`config.mk`:
```
export PLATFORM = sky130hd
export DESIGN_NAME = delay_align_scheduler
export DESIGN_NICKNAME = d
export VERILOG_FILES = /design/src/rtl/delay_align_scheduler.sv
export SDC_FILE = /design/constraint.sdc
export NUM_CORES = 1
export LEC_CHECK = 0
export CAP_MARGIN = 30
export CORE_MARGIN = 1
export CORE_UTILIZATION = 36
export CTS_CLUSTER_DIAMETER = 100
export DETAILED_ROUTE_END_ITERATION = 8
export GPL_ROUTABILITY_DRIVEN = 0
export PLACE_DENSITY = 0.67
export SETUP_SLACK_MARGIN = 0.05
export SLEW_MARGIN = 20
export SYNTH_ARGS = -nofsm -noshare
export SYNTH_HDL_FRONTEND = slang
export SYNTH_SLANG_ARGS = --single-unit
```
`constraint.sdc`:
```
create_clock -name clk160 -period 8.1 [get_ports clk160]
set_input_delay 0.81 -clock clk160 [delete_from_list [all_inputs] [get_ports clk160]]
set_output_delay 0.81 -clock clk160 [all_outputs]
set_load 0.02 [all_outputs]
```
`src/rtl/delay_align_scheduler.sv`:
```
// delay_align_scheduler
// Sequences an auto-alignment sweep across a bank of delay-control lanes.
// Each selected lane gets its auto-mode request raised, the scheduler waits
// for the lane's ready flag to cycle low then high, grades the reported eye
// width, and releases the lane. Failed attempts are retried a bounded number
// of times before the lane is flagged as failed.
// LW must be wide enough to index every lane (2**LW >= N_LANES).

module delay_align_scheduler #(
    parameter int N_LANES   = 8,
    parameter int MAX_RETRY = 2,
    parameter int LW        = 4
) (
    input  logic                   clk160,
    input  logic                   rstb,
    input  logic                   start,
    input  logic [N_LANES-1:0]     lane_mask,
    input  logic [5:0]             min_eye_width,
    input  logic [15:0]            timeout_cfg,
    input  logic [N_LANES-1:0]     lane_delay_ready,
    input  logic [6*N_LANES-1:0]   lane_eye_width,
    output logic [N_LANES-1:0]     lane_delay_mode,
    output logic                   busy,
    output logic                   done,
    output logic [LW-1:0]          cur_lane,
    output logic [N_LANES-1:0]     lane_aligned,
    output logic [N_LANES-1:0]     lane_failed
);

    localparam int RW = (MAX_RETRY < 1) ? 1 : $clog2(MAX_RETRY + 1);

    typedef enum logic [2:0] {
        S_IDLE,
        S_SELECT,
        S_ARM,
        S_WAIT_READY,
        S_CHECK,
        S_RELEASE,
        S_NEXT,
        S_DONE
    } state_t;

    state_t               state;
    state_t               state_nxt;

    logic [N_LANES-1:0]   pending;
    logic [15:0]          timer;
    logic [RW-1:0]        retry_cnt;
    logic [1:0]           rel_cnt;
    logic                 attempt_ok;

    // Per-lane views of the lane currently being serviced.
    logic [N_LANES-1:0]   lane_sel;
    logic                 ready_cur;
    logic [5:0]           eye_cur;
    logic                 pend_cur;

    logic                 timed_out;
    logic                 eye_ok;
    logic                 last_lane;
    logic                 retry_left;

    // Strobes from the FSM to the datapath.
    logic                 accept;
    logic                 timer_clr;
    logic                 fail_now;
    logic                 retry_inc;
    logic                 mark_fail;
    logic                 advance;

    // Select the serviced lane's ready flag, eye width and pending bit.
    always_comb begin
        // NOTE: every variable written here gets a default first, so no latch is inferred.
        lane_sel  = '0;
        ready_cur = 1'b0;
        eye_cur   = '0;
        pend_cur  = 1'b0;
        for (int i = 0; i < N_LANES; i++) begin
            if (cur_lane == LW'(i)) begin
                lane_sel[i] = 1'b1;
                ready_cur   = lane_delay_ready[i];
                eye_cur     = lane_eye_width[6*i +: 6];
                pend_cur    = pending[i];
            end
        end
    end

    assign timed_out  = (timer == timeout_cfg);
    assign eye_ok     = (eye_cur >= min_eye_width);
    assign last_lane  = (cur_lane == LW'(N_LANES - 1));
    assign retry_left = (retry_cnt < RW'(MAX_RETRY));

    // State register; reset is sampled on the clock edge and beats start.
    always_ff @(posedge clk160) begin
        // NOTE: sequential state uses non-blocking assignments so every flop sees pre-edge values.
        if (!rstb) begin
            state <= S_IDLE;
        end else begin
            state <= state_nxt;
        end
    end

    // Next-state logic and datapath strobes; the timeout has priority over ready.
    always_comb begin
        state_nxt = state;
        accept    = 1'b0;
        timer_clr = 1'b0;
        fail_now  = 1'b0;
        retry_inc = 1'b0;
        mark_fail = 1'b0;
        advance   = 1'b0;
        case (state)
            S_IDLE: begin
                if (start) begin
                    accept    = 1'b1;
                    state_nxt = S_SELECT;
                end
            end
            S_SELECT: begin
                if (pend_cur) begin
                    timer_clr = 1'b1;
                    state_nxt = S_ARM;
                end else begin
                    state_nxt = S_NEXT;
                end
            end
            S_ARM: begin
                if (timed_out) begin
                    fail_now  = 1'b1;
                    state_nxt = S_RELEASE;
                end else if (!ready_cur) begin
                    timer_clr = 1'b1;
                    state_nxt = S_WAIT_READY;
                end
            end
            S_WAIT_READY: begin
                if (timed_out) begin
                    fail_now  = 1'b1;
                    state_nxt = S_RELEASE;
                end else if (ready_cur) begin
                    state_nxt = S_CHECK;
                end
            end
            S_CHECK: begin
                state_nxt = S_RELEASE;
            end
            S_RELEASE: begin
                if (rel_cnt == 2'd3) begin
                    if (attempt_ok) begin
                        state_nxt = S_NEXT;
                    end else if (retry_left) begin
                        retry_inc = 1'b1;
                        state_nxt = S_SELECT;
                    end else begin
                        mark_fail = 1'b1;
                        state_nxt = S_NEXT;
                    end
                end
            end
            S_NEXT: begin
                if (last_lane) begin
                    state_nxt = S_DONE;
                end else begin
                    advance   = 1'b1;
                    state_nxt = S_SELECT;
                end
            end
            S_DONE: begin
                state_nxt = S_IDLE;
            end
            default: begin
                state_nxt = S_IDLE;
            end
        endcase
    end

    // Sweep bookkeeping: pending lanes, timer, retry and release counters, result flags.
    always_ff @(posedge clk160) begin
        if (!rstb) begin
            pending      <= '0;
            timer        <= '0;
            retry_cnt    <= '0;
            rel_cnt      <= '0;
            attempt_ok   <= 1'b0;
            cur_lane     <= '0;
            lane_aligned <= '0;
            lane_failed  <= '0;
        end else begin
            if (accept) begin
                pending      <= lane_mask;
                lane_aligned <= '0;
                lane_failed  <= '0;
                cur_lane     <= '0;
                retry_cnt    <= '0;
            end

            if (timer_clr) begin
                timer <= '0;
            end else if ((state == S_ARM || state == S_WAIT_READY) && timer != 16'hFFFF) begin
                timer <= timer + 16'd1;
            end

            // Release lasts exactly four cycles: rel_cnt walks 0..3 while in RELEASE.
            rel_cnt <= (state == S_RELEASE) ? rel_cnt + 2'd1 : 2'd0;

            if (state == S_CHECK) begin
                attempt_ok <= eye_ok;
                if (eye_ok) begin
                    lane_aligned <= lane_aligned | lane_sel;
                end
            end
            if (fail_now) begin
                attempt_ok <= 1'b0;
            end

            if (retry_inc) begin
                retry_cnt <= retry_cnt + RW'(1);
            end
            if (mark_fail) begin
                lane_failed <= lane_failed | lane_sel;
            end

            if (state == S_NEXT) begin
                retry_cnt <= '0;
            end
            if (advance) begin
                cur_lane <= cur_lane + LW'(1);
            end
        end
    end

    // The auto-mode request is decoded from state, so it can only be high in ARM or WAIT_READY.
    assign lane_delay_mode = (state == S_ARM || state == S_WAIT_READY) ? lane_sel : '0;
    assign busy            = (state != S_IDLE);
    assign done            = (state == S_DONE);

endmodule

```
==> flow_summary.json <==
{
  "cts_resized": 0,
  "critPathSlowestCell": "nor2b_1",
  "regArea_um2": 1041,
  "grt_pass1_vias": 3201,
  "worstSetupPathType": "reg -> reg",
  "port_buffers": 118,
  "critPathBufInv": 0,
  "maxSlewHeadroom": 0.4038,
  "grt_max_degree": 25,
  "clk_pin_slew_ns": 0.09,
  "crit_required_ns": 8.30,
  "grt_usage": 0.2181,
  "avgSynthCellArea_um2": 8.138,
  "num_rows": 33,
  "multi_input_area_um2": 1943,
  "die_h_um": 95.77,
  "first_pass_iters": 5,
  "ctsRootBufferMaster": "clkbuf_8",
  "finalClockSkew_ns": 0.006804,
  "vias_per_cell": 5.526,
  "cp_common_cell": "o21ai_0",
  "antenna_found_initial": 0,
  "dp.cells": 587,
  "clock.fmax_ghz": 0.2515,
  "wirelength_um": 10080,
  "fin_area_um2": 4464,
  "worstHoldPathType": "reg -> reg",
  "run_status": "finished, final reports clean",
  "syn-instance-count": 389,
  "holdWs_ns": 0.4277,
  "cts_max_path_buffers": 2,
  "setup_tns_ns": 0,
  "ys_ff_latch": 52,
  "finalMaxSlewViolations": 0,
  "start_util": 0.3777,
  "cp_max_fo": 13,
  "clk_latency_ns": 0.30,
  "worst_pin_slew_ns": 0.8925,
  "drc": 0,
  "hold_violations": 0,
  "ir_drop_v": 0.00009846,
  "overflow": 0,
  "setup.worst_path.start_class": "register",
  "seq_area_frac_synth": 0.3289,
  "wl_per_cell_um": 16.94,
  "ctsHoldBuffers": 0,
  "syn2layout_area_growth_pct": 41.03,
  "rsz0062_at_grt": "no",
  "worstPathCellList": "nor2b_1 -> nand2_1 -> o21ai_0 -> a31oi_1 -> a221oi_1 -> ha_1 -> nand2b_1 -> a21o_1 -> a21oi_1 -> o21ai_0 -> and3_1 -> a32o_1",
  "initialDrtViolationCount": 270,
  "nets": 590,
  "placed_cell_area_um2": 4338,
  "synth_nets": 490,
  "post-cts-setup-buffers": 0,
  "async_flop_share": 0,
  "antenna_cells": 0,
  "fin_util": 0.5326,
  "nFillCells": 800,
  "setup_violations": 0,
  "synth.yosys.warnings": 0,
  "drive_gt1_frac": 0.02653,
  "grt_pass1_wl_um": 15280,
  "coreArea_um2": 8382,
  "cts_tree": "built",
  "synth.cell_area_um2": 3166,
  "cp-end-kind": "register",
  "dieArea_um2": 9172,
  "critPathTopFamily": "simple AND/OR/NAND/NOR gates",
  "synthFlopType": "dfxtp_1",
  "ant_nets": 0,
  "vias": 3288,
  "period_needed_ns": 3.976,
  "cp.arrival_ns": 4.17,
  "ios": 119,
  "p_leak_nw": 1.598,
  "h-tree-depth": 2,
  "slowest_delay_ns": 0.77,
  "synth_edf_count": 0,
  "cts.sinks": 52,
  "layout.cells.non_filler": 595,
  "synth_cell_type_count": 52,
  "die_w_um": 95.77,
  "timing.final.crit_share": 0.4909,
  "hpwl_um": 7694,
  "power.density_nw_per_um2": 167.9,
  "numCtsBuffers": 5,
  "cap_violations": 0
}
sequential cells by signal, indices dropped and copies added, names as in the netlist, 2 cells and up:
register and count:
cur_lane 4, state 3, lane_failed 8, timer 16, retry_cnt 2, lane_aligned 8, pending 8, rel_cnt 2
layer usage:
metal	up-vias	routed length (µm)	GRT usage
li1	1606	-	-
met1	1515	4087	0.2541
met2	147	4780	0.3720
met3	20	941	0.06003
met4	0	272	0.09826
met5	-	0	0
final cells by class:
class                           count  share of cell area
Clock inverter                      1            0.006726
Clock buffer                        7             0.02158
Tap cell                          105             0.02943
Timing Repair Buffer              118              0.2646
Multi-Input combinational cell    301              0.4353
Sequential cell                    52              0.2332
Inverter                           11            0.009249
worst paths after layout:
| kind | end | start | slack (ns) | depth (start not counted) |
|---|---|---|---|---|
| max | lane_aligned[6] | cur_lane[2] | 4.12 | 12 |
| max reg2reg | lane_aligned[6] | cur_lane[2] | 4.12 | 12 |
| min | rel_cnt[0] | rel_cnt[0] | 0.43 | 1 |
| min reg2reg | rel_cnt[0] | rel_cnt[0] | 0.43 | 1 |
metrics by stage:
step           power (W)  worst slack (ns)
6_report       0.0007493             4.124
4_1_cts        0.0007526             4.176
5_1_grt        0.0007948             3.763
2_1_floorplan  0.0004635             4.682
3_3_place_gp   0.0005570             4.428
3_5_place_dp   0.0005591             4.203
cells in the final DEF (no fill, tap or decap), types with 9 or more instances in the layout:
cell type / count
inv_1: 11
and3_1: 10
nor2_1: 45
a21oi_1: 19
dfxtp_1: 52
a31oi_1: 9
o21ai_0: 22
clkdlybuf4s50_1: 118
a22oi_1: 11
ha_1: 12
nand2_1: 39
a221o_1: 9
xnor2_1: 24
nand4_1: 9
logic make-up after synthesis:
| logic type | count (synthesis) | synth area share |
|---|---|---|
| simple gates | 152 | 0.2419 |
| flops | 52 | 0.3289 |
| buf+inv | 36 | 0.05731 |
| xor+xnor | 32 | 0.08854 |
| compound gates | 104 | 0.2328 |
| fa+ha+maj | 12 | 0.04743 |
| mux | 1 | 0.003162 |
power breakdown:
part	internal [W]	switching [W]	leakage, nW
clock network	0.000109	0.0000854	0.0645
logic	0.000117	0.000132	1.11
registers	0.000276	0.0000295	0.421
total	0.000502	0.000247	1.60
synthesized netlist by cell type, drive strengths merged, types with 8 or more instances:
cell     n  area share
dfxtp   52        0.33
nor2    45       0.053
nand2   39       0.046
xnor2   24       0.066
o21ai   22       0.035
a21oi   19       0.030
buf     13       0.030
a22oi   12       0.030
clkbuf  12       0.015
ha      12       0.047
inv     11       0.013
and3    10       0.020
a221o    9       0.028
a31oi    9       0.018
nand4    9       0.018
nor3     8       0.014
xor2     8       0.022
worst register-to-register path: stages (launching register included):
cell and delay, ns:
dfxtp_1 0.56, nor2b_1 0.77, nand2_1 0.45, o21ai_0 0.28, a31oi_1 0.06, a221oi_1 0.27, ha_1 0.29, nand2b_1 0.15
a21o_1 0.18, a21oi_1 0.14, o21ai_0 0.16, and3_1 0.29, a32o_1 0.29
No activity file was read; power rests on OpenSTA's default activity.
==> edit 1 (same flow settings) <==
Register the output `lane_failed` once more, with the module's reset; this adds one clock of latency there. The other outputs are not delayed to match.
--- a/src/rtl/delay_align_scheduler.sv
+++ b/src/rtl/delay_align_scheduler.sv
@@ -40,6 +40,8 @@
         S_DONE
     } state_t;
 
+    logic [N_LANES-1:0] lane_failed_s0;
+
     state_t               state;
     state_t               state_nxt;
 
@@ -184,12 +186,12 @@
             attempt_ok   <= 1'b0;
             cur_lane     <= '0;
             lane_aligned <= '0;
-            lane_failed  <= '0;
+            lane_failed_s0 <= '0;
         end else begin
             if (accept) begin
                 pending      <= lane_mask;
                 lane_aligned <= '0;
-                lane_failed  <= '0;
+                lane_failed_s0 <= '0;
                 cur_lane     <= '0;
                 retry_cnt    <= '0;
             end
@@ -217,7 +219,7 @@
                 retry_cnt <= retry_cnt + RW'(1);
             end
             if (mark_fail) begin
-                lane_failed <= lane_failed | lane_sel;
+                lane_failed_s0 <= lane_failed_s0 | lane_sel;
             end
 
             if (state == S_NEXT) begin
@@ -234,5 +236,13 @@
     assign busy            = (state != S_IDLE);
     assign done            = (state == S_DONE);
 
+    always_ff @(posedge clk160) begin
+        if (!rstb) begin
+            lane_failed <= '0;
+        end else begin
+            lane_failed <= lane_failed_s0;
+        end
+    end
+
 endmodule
 
Function: same outputs for any inputs over 10 cycles, from zero or initial values and one cycle with rstb low; that may be too few to reach the edited logic, so the function may still have changed.
==> edit 1 against the original RTL <==
Synthesized cell count up 9.5%; critical path depth up 3; synthesized area up 9.2%; power rose by 13%; die area grew 9.0%; sequential cell count rose by 8; critical endpoint is now lane_aligned[1]; design area rose by 9.3%; largest power group unchanged; routed wire length fell by 1.6%; setup slack got worse by 0.010 ns.
==> edit 1: results <==
[timing]
fin_crit_sh = 0.492
skew_ns = 0.0133
max_slew_margin = 0.489

[clocking]
clk_pin_slew_ns = 0.07
insertion_delay_ns = 0.33
cts_buffers = 9
htree_levels = 3

[route]
firstDrtPassIters = 4
vias_per_cell = 5.19
wirelength_mm = 9.92
routed-wl-met3_um = 355
wl_met2_mm = 4.81
drt_iter0_markers = 202

[placement]
dpl_cell_area_um2 = 4680
place_inst = 648
hpwl_mm = 7.50
post-place-ws_ns = 4.11

[grt]
grt_pass1_vias = 3220
grt_max_degree = 34
grtUsageTotal = 0.199

[synthesis]
synth_common_cells = "dfxtp_1, nor2_1, nand2_1"
synthXorXnorAreaFrac = 0.0836
synth_seq_area_share = 0.348
synth_nets = 527
synth.area.mux_share = 0.00579
ys_types = 54
synth.area.top_cells = "dfxtp_1, xor2_1, nor2_1, nand2_1, ha_1"
synth_compound_area_frac = 0.230
synthAdderAreaFrac = 0.0434

[setup_path]
cp_data_arrival_time_ns = 4.20
reg2reg_depth = 15
r2r_start = "cur_lane[0]"

[run_status]
status = "finished, final reports clean"

[layout]
fill_cells = 935
final_cells = 666

[power]
p_leak_nw = 1.84
edit 1: cell types whose count changed in the layout (fill, tap and decap cells not counted), moves of 6 or more:
cell	before	now
o211ai_1	6	0
a21boi_0	0	8
dfxtp_1	52	60
xnor2_1	24	7
and2_1	7	15
a32oi_1	7	1
xor2_1	8	26
a221oi_1	3	10
o31ai_1	1	8
nand2_1	39	45
edit 1: cell type report:
type                            instances  area, um2  area share
Clock inverter                          4       48.8      0.0100
Sequential cell                        60       1200       0.246
Multi-Input combinational cell        322       2050       0.421
Clock buffer                           12        145      0.0297
Inverter                               17       63.8      0.0131
Timing Repair Buffer                  122       1210       0.247
Tap cell                              129        161      0.0331
edit 1: metrics by stage:
step	hold slack [ns]	utilization
global placement	0.408	0.504
detailed placement	0.418	0.504
CTS	0.430	0.525
finish	0.425	0.526
global route	0.453	0.526
floorplan	0.397	-
edit 1: power by group:
group | internal (W) | leakage (nW) | total [W] | switching, W
Clock | 0.000150 | 0.100 | 0.000268 | 0.000118
Combinational | 0.000111 | 1.25 | 0.000236 | 0.000125
Sequential | 0.000315 | 0.485 | 0.000342 | 0.0000272
Total | 0.000576 | 1.84 | 0.000846 | 0.000270
edit 1: critical path: stages (launching register included):
cell and delay [ns]:
dfxtp_1 0.37, inv_1 0.10, ha_1 0.62, clkinv_1 0.43, nor2_1 0.19, o31ai_1 0.09, a221oi_1 0.25, nor3_1 0.08
a221oi_1 0.22, ha_1 0.27, nand2b_1 0.14, a21o_1 0.17, a21oi_1 0.15, o21ai_0 0.18, and3_1 0.30, a32o_1 0.29
edit 1: routing by layer:
| metal | GRT usage | vias to the layer above |
|---|---|---|
| met1 | 0.274 | 1637 |
| met3 | 0.0306 | 12 |
| met4 | 0.0591 | 0 |
| met2 | 0.323 | 81 |
| met5 | 0 | - |
| li1 | - | 1724 |
==> edit 2 (same settings) <==
Without the edit above. Change the parameter `LW` from 4 to 8.
--- a/src/rtl/delay_align_scheduler.sv
+++ b/src/rtl/delay_align_scheduler.sv
@@ -9,7 +9,7 @@
 module delay_align_scheduler #(
     parameter int N_LANES   = 8,
     parameter int MAX_RETRY = 2,
-    parameter int LW        = 4
+    parameter int LW        = 8
 ) (
     input  logic                   clk160,
     input  logic                   rstb,
Ports: changed (resized cur_lane); port bits go from 119 to 123. No check against the original RTL was run, so the function may have changed too.
==> edit 2 against the original RTL <==
Synthesized cell count rose by 21%; worst hold slack improved by 0.0044 ns; routed wire length rose by 12%; synthesized area rose by 15%; power fell by 16%; sequential cell count rose by 4; design area rose by 13%; setup slack improved by 0.0022 ns.
==> edit 2: results <==
[run_status]
status = "finished, final reports clean"

[synthesis]
ys_types = 56
synth.area.top_cells = "dfxtp_1, xor2_1, nand2_1, ha_1, nor2b_1"
synth_seq_area_share = 0.307
synth_common_cells = "dfxtp_1, nand2_1, nor2_1"
synth.area.mux_share = 0.00548
synth_compound_area_frac = 0.203
synth_nets = 570
synthXorXnorAreaFrac = 0.0743

[layout]
inverters = 15
regArea_um2 = 1120
nNonClkBuffers = 124
fill_cells = 1006
drive_above_1_share = 0.0508
multi_input_area_share = 0.468

[timing]
max_slew_margin = 0.409
skew_ns = 0.0161

[setup_path]
reg2reg_depth = 15
slowest_delay_ns = 0.69
reg2reg_slack_ns = 4.13
r2r_start = "cur_lane[0]"

[power]
ir_drop_uv = 59.5
p_comb_w = 0.000173

[grt]
grtUsageTotal = 0.213
grt_pass1_wl_mm = 17.6
use_met3 = 0.0447
met2_usage = 0.397
use_met1 = 0.244

[route]
drt_iter0_markers = 109
firstDrtPassIters = 4
wl_per_cell_um = 16.0

[placement]
numPortBuffers = 122
hpwl_mm = 8.36
[edit 2: worst max path at each step]
stage                            to  cells past startpoint
detailed placement  lane_aligned[7]                     16
CTS                 lane_aligned[7]                     16
floorplan           lane_aligned[0]                     17
finish              lane_aligned[7]                     15
global route        lane_aligned[7]                     16
global placement    lane_aligned[7]                     15
[edit 2: routing by layer]
layer	up-vias	part of all wire
met2	133	0.48
met3	14	0.084
met4	0	0.013
met1	1736	0.43
met5	-	0
li1	1859	-
[edit 2: through the flow]
| stage | instances | total power, W | setup slack, ns | hold slack, ns | area [um2] |
|---|---|---|---|---|---|
| floorplan | 469 | 0.000402 | 4.77 | 0.397 | 3650 |
| global placement | 695 | 0.000475 | 4.35 | 0.408 | 4920 |
| detailed placement | 695 | 0.000478 | 4.17 | 0.423 | 4920 |
| CTS | 703 | 0.000635 | 4.13 | 0.438 | 5010 |
| global route | 704 | 0.000670 | 3.67 | 0.462 | 5030 |
| finish | 704 | 0.000631 | 4.13 | 0.432 | 5030 |
